## src/rtl/lsp_stability_fsm.sv

```systemverilog
// lsp_stability_fsm: in-place LSF stability fix-up on a 10-entry buffer in
// shared scratch memory. It makes one bubble pass that swaps out-of-order
// neighbours. It then clamps buf[0] to at least L_LIMIT and enforces a minimum
// spacing of GAP3 between adjacent entries. Finally it clamps buf[9] to at most
// M_LIMIT. All data arithmetic is done by external operator units.
// Ports:
//   clk, reset                 clock, synchronous active-high reset
//   start                      begin a run (sampled in IDLE only)
//   bufAddr                    buffer base; element j at {bufAddr[11:4], j}
//   memIn                      scratch read data (one cycle after address)
//   L_subIn / subIn / addIn    results from the shared L_sub / sub / add units
//   L_subOutA/B, subOutA/B,
//   addOutA/B                  operands to the shared operator units
//   memReadAddr, memWriteAddr  scratch addresses
//   memOut, memWriteEn         write data (sign-extended) and write strobe
//   done                       one-cycle completion pulse
// All outputs are combinational and decode from the current state.
module lsp_stability_fsm #(
  parameter logic [15:0] L_LIMIT = 16'd40,
  parameter logic [15:0] GAP3    = 16'd321,
  parameter logic [15:0] M_LIMIT = 16'd25681
) (
  input  logic        clk,
  input  logic        reset,
  input  logic        start,
  input  logic [11:0] bufAddr,
  input  logic [31:0] memIn,
  input  logic [31:0] L_subIn,
  input  logic [15:0] subIn,
  input  logic [15:0] addIn,
  output logic [31:0] L_subOutA,
  output logic [31:0] L_subOutB,
  output logic [15:0] subOutA,
  output logic [15:0] subOutB,
  output logic [15:0] addOutA,
  output logic [15:0] addOutB,
  output logic [11:0] memReadAddr,
  output logic [11:0] memWriteAddr,
  output logic [31:0] memOut,
  output logic        memWriteEn,
  output logic        done
);

  typedef enum logic [3:0] {
    IDLE, P1_LOAD, P1_CMP, P1_SWAP, P1_NEXT,
    LIM_CHK, P2_CMP, P2_GAP, MLIM, DONE
  } state_t;

  state_t      state, state_nxt;
  logic [3:0]  j, j_nxt;
  logic [15:0] a, a_nxt;
  logic [15:0] b, b_nxt;
  logic [31:0] diff, diff_nxt;

  // Upper read-data bits and base low bits carry no information here.
  logic unused_bits;
  assign unused_bits = ^{memIn[31:16], bufAddr[3:0]};

  function automatic logic [31:0] sext(input logic [15:0] x);
    return {{16{x[15]}}, x};
  endfunction

  function automatic logic [11:0] elem(input logic [11:0] base, input logic [3:0] idx);
    return {base[11:4], idx};
  endfunction

  // State and datapath registers.
  always_ff @(posedge clk) begin
    if (reset) begin
      state <= IDLE;
      j     <= 4'd0;
      a     <= 16'd0;
      b     <= 16'd0;
      diff  <= 32'd0;
    end else begin
      state <= state_nxt;
      j     <= j_nxt;
      a     <= a_nxt;
      b     <= b_nxt;
      diff  <= diff_nxt;
    end
  end

  // Next-state, register updates and output decode.
  always_comb begin
    state_nxt    = state;
    j_nxt        = j;
    a_nxt        = a;
    b_nxt        = b;
    diff_nxt     = diff;
    L_subOutA    = 32'd0;
    L_subOutB    = 32'd0;
    subOutA      = 16'd0;
    subOutB      = 16'd0;
    addOutA      = 16'd0;
    addOutB      = 16'd0;
    memReadAddr  = 12'd0;
    memWriteAddr = 12'd0;
    memOut       = 32'd0;
    memWriteEn   = 1'b0;
    done         = 1'b0;

    // Outputs stay at zero while reset is held, whatever the state.
    if (!reset) begin
      case (state)
        IDLE: begin
          if (start) begin
            memReadAddr = elem(bufAddr, 4'd0);
            state_nxt   = P1_LOAD;
          end
        end

        P1_LOAD: begin
          a_nxt       = memIn[15:0];
          j_nxt       = 4'd0;
          memReadAddr = elem(bufAddr, 4'd1);
          state_nxt   = P1_CMP;
        end

        // Carry the larger value forward; on a swap write the smaller one back now.
        P1_CMP: begin
          L_subOutA = sext(memIn[15:0]);
          L_subOutB = sext(a);
          b_nxt     = memIn[15:0];
          if (L_subIn[31]) begin
            memWriteAddr = elem(bufAddr, j);
            memOut       = sext(memIn[15:0]);
            memWriteEn   = 1'b1;
            state_nxt    = P1_SWAP;
          end else begin
            a_nxt     = memIn[15:0];
            state_nxt = P1_NEXT;
          end
        end

        P1_SWAP: begin
          memWriteAddr = elem(bufAddr, 4'(j + 4'd1));
          memOut       = sext(a);
          memWriteEn   = 1'b1;
          state_nxt    = P1_NEXT;
        end

        P1_NEXT: begin
          if (j == 4'd8) begin
            memReadAddr = elem(bufAddr, 4'd0);
            state_nxt   = LIM_CHK;
          end else begin
            j_nxt       = 4'(j + 4'd1);
            memReadAddr = elem(bufAddr, 4'(j + 4'd2));
            state_nxt   = P1_CMP;
          end
        end

        LIM_CHK: begin
          subOutA = memIn[15:0];
          subOutB = L_LIMIT;
          if (subIn[15]) begin
            memWriteAddr = elem(bufAddr, 4'd0);
            memOut       = sext(L_LIMIT);
            memWriteEn   = 1'b1;
            a_nxt        = L_LIMIT;
          end else begin
            a_nxt = memIn[15:0];
          end
          j_nxt       = 4'd0;
          memReadAddr = elem(bufAddr, 4'd1);
          state_nxt   = P2_CMP;
        end

        P2_CMP: begin
          L_subOutA = sext(memIn[15:0]);
          L_subOutB = sext(a);
          diff_nxt  = L_subIn;
          b_nxt     = memIn[15:0];
          state_nxt = P2_GAP;
        end

        // Gap test and saturating corrected value are computed side by side.
        P2_GAP: begin
          L_subOutA = diff;
          L_subOutB = sext(GAP3);
          addOutA   = a;
          addOutB   = GAP3;
          if (L_subIn[31]) begin
            memWriteAddr = elem(bufAddr, 4'(j + 4'd1));
            memOut       = sext(addIn);
            memWriteEn   = 1'b1;
            a_nxt        = addIn;
          end else begin
            a_nxt = b;
          end
          if (j == 4'd8) begin
            state_nxt = MLIM;
          end else begin
            j_nxt       = 4'(j + 4'd1);
            memReadAddr = elem(bufAddr, 4'(j + 4'd2));
            state_nxt   = P2_CMP;
          end
        end

        // Only strictly greater than M_LIMIT is rewritten.
        MLIM: begin
          subOutA = a;
          subOutB = M_LIMIT;
          if (!subIn[15] && (subIn != 16'd0)) begin
            memWriteAddr = elem(bufAddr, 4'd9);
            memOut       = sext(M_LIMIT);
            memWriteEn   = 1'b1;
          end
          state_nxt = DONE;
        end

        DONE: begin
          done      = 1'b1;
          state_nxt = IDLE;
        end

        default: state_nxt = IDLE;
      endcase
    end
  end

endmodule

```

## config.mk

```make
export PLATFORM = sky130hd
export DESIGN_NAME = lsp_stability_fsm
export DESIGN_NICKNAME = d
export VERILOG_FILES = /design/src/rtl/lsp_stability_fsm.sv
export SDC_FILE = /design/constraint.sdc
export NUM_CORES = 1
export LEC_CHECK = 0
export ABC_AREA = 1
export BUFFER_PORTS_ARGS = -buffer_cell sky130_fd_sc_hd__buf_2
export CAP_MARGIN = 30
export CORE_ASPECT_RATIO = 0.7
export CORE_MARGIN = 2
export CORE_UTILIZATION = 41
export CTS_BUF_LIST = sky130_fd_sc_hd__clkbuf_8 sky130_fd_sc_hd__clkbuf_16
export CTS_CLUSTER_SIZE = 10
export DETAILED_ROUTE_END_ITERATION = 7
export PLACE_DENSITY = 0.76
export SYNTH_ARGS = -nofsm -noshare
export SYNTH_HDL_FRONTEND = slang
export SYNTH_SLANG_ARGS = --single-unit
```

## constraint.sdc

```tcl
create_clock -name clk -period 2.2 [get_ports clk]
set_input_delay 0.22 -clock clk [delete_from_list [all_inputs] [get_ports clk]]
set_output_delay 0.22 -clock clk [all_outputs]
set_load 0.02 [all_outputs]
```

==> results of run 1 <==
==> through the flow <==
| step | setup TNS, ps | worst slack, ps | total power, uW |
|---|---|---|---|
| 2_1_floorplan | 0 | 166 | 3350 |
| 3_3_place_gp | 0 | 110 | 4080 |
| 3_5_place_dp | 0 | 102 | 4110 |
| 4_1_cts | 0 | 4.94 | 5620 |
| 5_1_grt | -1790 | -105 | 6110 |
| 6_report | -88.9 | -40.2 | 5770 |
==> worst max-delay path: stages (launching register included) <==
cell	delay (ps)
dfxtp_4	400
inv_4	50
nor2_4	230
nand2_4	140
nor2_4	190
buf_6	150
clkinvlp_4	190
nor2_2	160
buf_4	160
==> cell type report <==
type	count	area (um^2)
timing repair buffer	308	1780
inverter	92	358
clock inverter	6	61.3
tap	166	208
antenna	1	2.50
fill	1368	5760
sequential	72	1450
multi-input combinational	674	3160
clock buffer	9	225
==> cell usage after synthesis (all sizes together), types with 2 or more instances <==
cell type,count,area (um^2)
o32ai,16,140
dfxtp,72,1440
inv,91,342
nor3,28,140
nand3,51,280
a21oi,46,230
nand2,225,850
clkbuf,27,101
xor2,2,17.5
o21ai,104,521
buf,89,594
nor2,173,677
ha,3,37.5
==> logic make-up after synthesis <==
kind of cell / synth area share
buffers and inverters: 0.192
AO/OA/AOI/OAI: 0.169
flip-flops: 0.266
adder cells (fa/ha/maj): 0.00693
XOR/XNOR: 0.00485
other: 0.000692
AND/OR/NAND/NOR: 0.361
==> layer usage <==
layer  share of wire  GRT usage  routed length (um)  vias to the layer above
li1                -          -                   -                     3329
met4           0.017     0.0692                 342                        0
met3           0.090     0.0601                1780                       29
met5               0          0                   0                        -
met2            0.45      0.439                8940                      310
met1            0.44      0.361                8750                     3070
==> timing repair <==
| item | 4_1_cts | 5_1_grt |
|---|---|---|
| gates cloned | 0 | 2 |
| resized for setup | 19 | 65 |
| pin swaps | 2 | 8 |
| endpoints found under the setup margin | 130 | 111 |
| buffers inserted | 2 | 11 |
==> final timing paths <==
| path | from | end | depth (start not counted) |
|---|---|---|---|
| hold reg to reg | b[5] | b[5] | 2 |
| hold / removal | L_subIn[0] | diff[0] | 3 |
| setup / recovery | state[2] | addOutA[8] | 8 |
| setup reg to reg | state[2] | a[12] | 9 |
==> power by group through the flow <==
stage                     clock, uW  combinational (uW)  sequential [uW]
after CTS                      1460                2440             1710
after global placement            0                2360             1730
after global routing           1520                2840             1750
after floorplan                   0                1670             1680
after detailed placement          0                2380             1730
final                          1440                2600             1720
==> registers in the layout, summed over array words and instances (netlist names) <==
| name | flops |
|---|---|
| diff | 32 |
| a | 16 |
| state | 4 |
| b | 16 |
| j | 4 |
==> results.sh, run 1 <==
export IMPL_status="finished with violations"
export IMPL_failed_checks="setup timing"
export IMPL_drt_antenna_violating_nets=0
export IMPL_place_area_um2=6590
export IMPL_switchingPower_uw=2540
export IMPL_switching_share=0.440
export IMPL_synth_edf_count=0
export IMPL_period_share=1.02
export IMPL_combinationalPowerShare=0.451
export IMPL_period_minus_slack_ps=2240
export IMPL_viasPerCell=5.07
export IMPL_drt_pass1_iterations=7
export IMPL_layout_commonest_cell="buf_2"
export IMPL_cts_tree="done"
export IMPL_p_leak_uw=0.00387
export IMPL_area_delta_synth_final_pct=33.7
export IMPL_hold_viol=0
export IMPL_fmax_mhz=446
export IMPL_die_width_um=141
export IMPL_critPathLaunchType="flip-flop"
export IMPL_dp_cells=1297
export IMPL_grt_use_total=0.268
export IMPL_crit_required_ps=1980
export IMPL_die_area_um2=14200
export IMPL_dp_hpwl_um=14800
export IMPL_nNetsFinal=1271
export IMPL_rrSetupSlack_ps=280
export IMPL_gr_total_overflow=0
export IMPL_design_area_um2=7240
export IMPL_layout_setup_ws_ps=-40.2
export IMPL_wl_um=19800
export IMPL_die_height_um=100
export IMPL_final_cells=1328
export IMPL_ir_drop_mv=0.527
export IMPL_cap_violations=0
export IMPL_synth_top_flop_cell="dfxtp_1"
export IMPL_seq_power_share=0.299
export IMPL_htree_num_levels=3
export IMPL_fin_hold_ws_ps=131
export IMPL_critPathKind="flip-flop to output port"
export IMPL_clkSinkCount=72
export IMPL_syn_avg_cell_area_um2=5.80
export IMPL_p_per_area_nw_per_um2=796
export IMPL_start_util=0.416
export IMPL_vias=6738
export IMPL_final_cell_mix="buf_2 (238), nand2_1 (215), nor2_1 (158)"
export IMPL_ys_warn_count=0
export IMPL_setup_violations=3
export IMPL_grt_max_degree=35
export IMPL_crit_path_end_kind="output port"
export IMPL_hold_buffers=0
export IMPL_core_area_um2=13000
export IMPL_antenna_found_initial=1
export IMPL_ios=297
export IMPL_gp_congestion=0.958
export IMPL_path_clk_slew_ps=60
export IMPL_crit_path_max_fanout=7
export IMPL_synth_area_um2=5420
export IMPL_clockPowerShare=0.250
export IMPL_synth_cells=934
export IMPL_fin_worst_skew_ps=6.93
export IMPL_io_buffers=255
export IMPL_first_iter_violations=495
export IMPL_clock_latency_ps=340
export IMPL_rows=35
export IMPL_clk_path_buf_depth=2
export IMPL_route_detailed_drc=0
export IMPL_clockRootBuffer="clkbuf_16"
export IMPL_cp_arrival_ps=2020
export IMPL_postLayoutCoreUtil=0.557
export IMPL_yosysUniqueCellTypes=28
export IMPL_grt_pass1_wl_um=30200
export IMPL_grt_pass1_vias=5852
export IMPL_drive_gt1_frac=0.326
export IMPL_hold_path_class="input pin to flip-flop"
export IMPL_report_final_slew_viol_count=0
export IMPL_rsz0062_at_grt="yes"
export IMPL_drt_wirelength_per_cell_um=14.9
export IMPL_ys_seq_elements=72
export IMPL_postSynth_asyncResetShare=0
export IMPL_cts_buffers=9
export IMPL_p_int_uw=3230
export IMPL_ys_seq_area_frac=0.266
(Power assumes the default switching activity.)
==> run 2: changes to the inputs <==
Settings changed: CORE_MARGIN 2 to unset.
==> run 2 against run 1 <==
- the flow now finishes without violations
- cell area is essentially flat
- critical path depth grew 1
- first-iteration DRC count grew 11%
- sequential share of layout area grew 0.079 points
- count of clock-buffer cells in the layout grew 1
- non-clock buffer count shrank 16
- cell count shrank 1.3%
- combinational power is essentially flat
- setup slack gained 100 ps
- register-to-register slack gained 220 ps
- largest power group unchanged
- highest routed layer unchanged
==> results.sh, run 2 (same netlist as run 1, synthesis figures left out) <==
export IMPL_vias=6663
export IMPL_p_leak_uw=0.00384
export IMPL_final_cell_mix="buf_2 (226), nand2_1 (218), nor2_1 (161)"
export IMPL_area_delta_synth_final_pct=33.7
export IMPL_hold_path_class="input pin to flip-flop"
export IMPL_fill_cells=1306
export IMPL_wl_um=19500
export IMPL_cts_tree="done"
export IMPL_grt_use_total=0.276
export IMPL_critPathKind="flip-flop to output port"
export IMPL_clock_latency_ps=340
export IMPL_multiInputGateArea_um2=3120
export IMPL_period_minus_slack_ps=2140
export IMPL_critPathLaunchType="flip-flop"
export IMPL_drt_wirelength_per_cell_um=14.9
export IMPL_htree_num_levels=3
export IMPL_crit_buf_inv=4
export IMPL_antenna_found_initial=2
export IMPL_rsz0062_at_grt="yes"
export IMPL_r2r_start="state[2]"
export IMPL_largest_reg_flops=32
export IMPL_cp_slowest_cell="dfxtp_4"
export IMPL_rows=34
export IMPL_crit_start="state[2]"
export IMPL_ir_drop_mv=0.498
export IMPL_regMostFlops="diff"
export IMPL_grt_pass1_wl_um=30100
export IMPL_grt_pass1_vias=5858
export IMPL_die_area_um2=13700
export IMPL_crit_path_end_kind="output port"
export IMPL_period_share=0.972
export IMPL_nNetsFinal=1256
export IMPL_path_clk_slew_ps=60
export IMPL_hold_viol=0
export IMPL_fin_worst_skew_ps=8.86
export IMPL_io_buffers=255
export IMPL_cp_top_family="buffers and inverters"
export IMPL_start_util=0.429
export IMPL_cap_violations=0
export IMPL_reg2reg_depth=9
export IMPL_viasPerCell=5.08
export IMPL_fmax_mhz=468
export IMPL_path_cells="inv_2 > nor2_4 > buf_4 > nand2_2 > nor2_2 > buf_12 > nand2_1 > o21ai_0 > buf_2"
export IMPL_die_height_um=98.2
export IMPL_core_area_um2=12600
export IMPL_dp_hpwl_um=14200
export IMPL_cp_slowest_stage_delay_ps=380
export IMPL_crit_path_max_fanout=36
export IMPL_cts_buffers=9
export IMPL_power_uw=6110
export IMPL_hp_start="L_subIn[5]"
export IMPL_status="finished, final reports clean"
export IMPL_layout_setup_ws_ps=61.1
export IMPL_hold_depth=3
export IMPL_first_iter_violations=550
export IMPL_report_final_slew_viol_count=0
export IMPL_drt_pass1_iterations=4
export IMPL_layout_commonest_cell="buf_2"
export IMPL_grt_max_degree=49
export IMPL_drive_gt1_frac=0.313
export IMPL_crit_required_ps=1980
export IMPL_p_per_area_nw_per_um2=843
export IMPL_gp_congestion=0.927
export IMPL_place_ws_ps=159
export IMPL_cp_num_cells=9
export IMPL_clockRootBuffer="clkbuf_16"
export IMPL_hold_buffers=0
export IMPL_largestRegisters="diff: 32 flops, a: 16 flops, b: 16 flops"
export IMPL_cp_arrival_ps=1920
export IMPL_route_detailed_drc=0
export IMPL_setup_violations=0
export IMPL_clkSinkCount=72
export IMPL_ios=297
export IMPL_gr_total_overflow=0
export IMPL_die_width_um=139
export IMPL_register_area_um2=1460
export IMPL_clk_path_buf_depth=2
export IMPL_drt_antenna_violating_nets=0
==> run 2: cell types whose count changed in the layout (fill, tap and decap cells not counted), moves of 4 or more <==
cell,change
buf_2,-12
buf_6,-6
buf_12,+5
o21ai_1,-4
==> run 2: worst paths after layout <==
check,slack (ps),end
worst max register to register,500,a[12]
worst max-delay path,60,L_subOutA[3]
worst min-delay path,120,diff[5]
worst min register to register,460,b[1]
==> run 2: metrics by stage <==
step | TNS [ps] | utilization | hold WS (ps) | std cells | instance area, um^2
4_1_cts | 0 | 0.553 | 120 | 1302 | 6980
6_report | 0 | 0.573 | 125 | 1311 | 7240
3_5_place_dp | 0 | 0.520 | 455 | 1285 | 6580
2_1_floorplan | 0 | - | 384 | 954 | 5500
3_3_place_gp | 0 | 0.520 | 451 | 1285 | 6580
5_1_grt | -211 | 0.573 | 145 | 1309 | 7240
==> run 2: worst register-to-register path, delay by kind of cell (launching register included) <==
| family | cells | cell delay [ps] |
|---|---|---|
| buffers and inverters | 3 | 360 |
| DFF | 1 | 380 |
| and+or+nand+nor | 5 | 770 |
| AOI/OAI and AO/OA | 1 | 80 |
==> run 2: power by group <==
part / internal (uW) / leakage [uW] / switching (uW)
combinational: 836 / 0.00308 / 1780
clock: 1140 / 0.000169 / 602
sequential: 1560 / 0.000587 / 191
==> run 2: routing by layer <==
layer  track usage  share of wire
met1         0.364           0.45
met3        0.0672          0.082
met4        0.0752          0.012
met2         0.449           0.46
met5             0              0
==> run 2: layout make-up <==
| class | count | share of cell area |
|---|---|---|
| Clock inverter | 6 | 0.0159 |
| Multi-Input combinational cell | 674 | 0.431 |
| Antenna cell | 2 | 0.000691 |
| Inverter | 92 | 0.0489 |
| Tap cell | 162 | 0.0280 |
| Clock buffer | 10 | 0.0330 |
| Timing Repair inverter | 1 | 0.00104 |
| Timing Repair Buffer | 292 | 0.240 |
| Sequential cell | 72 | 0.201 |
==> run 2: repair_timing <==
item / in CTS / in global routing
gates cloned: 0 / 2
endpoints found under the hold margin: 0 / 0
setup buffers: 1 / 5
setup endpoints to repair: 88 / 120
resized for setup: 14 / 65
pin swaps: 1 / 3
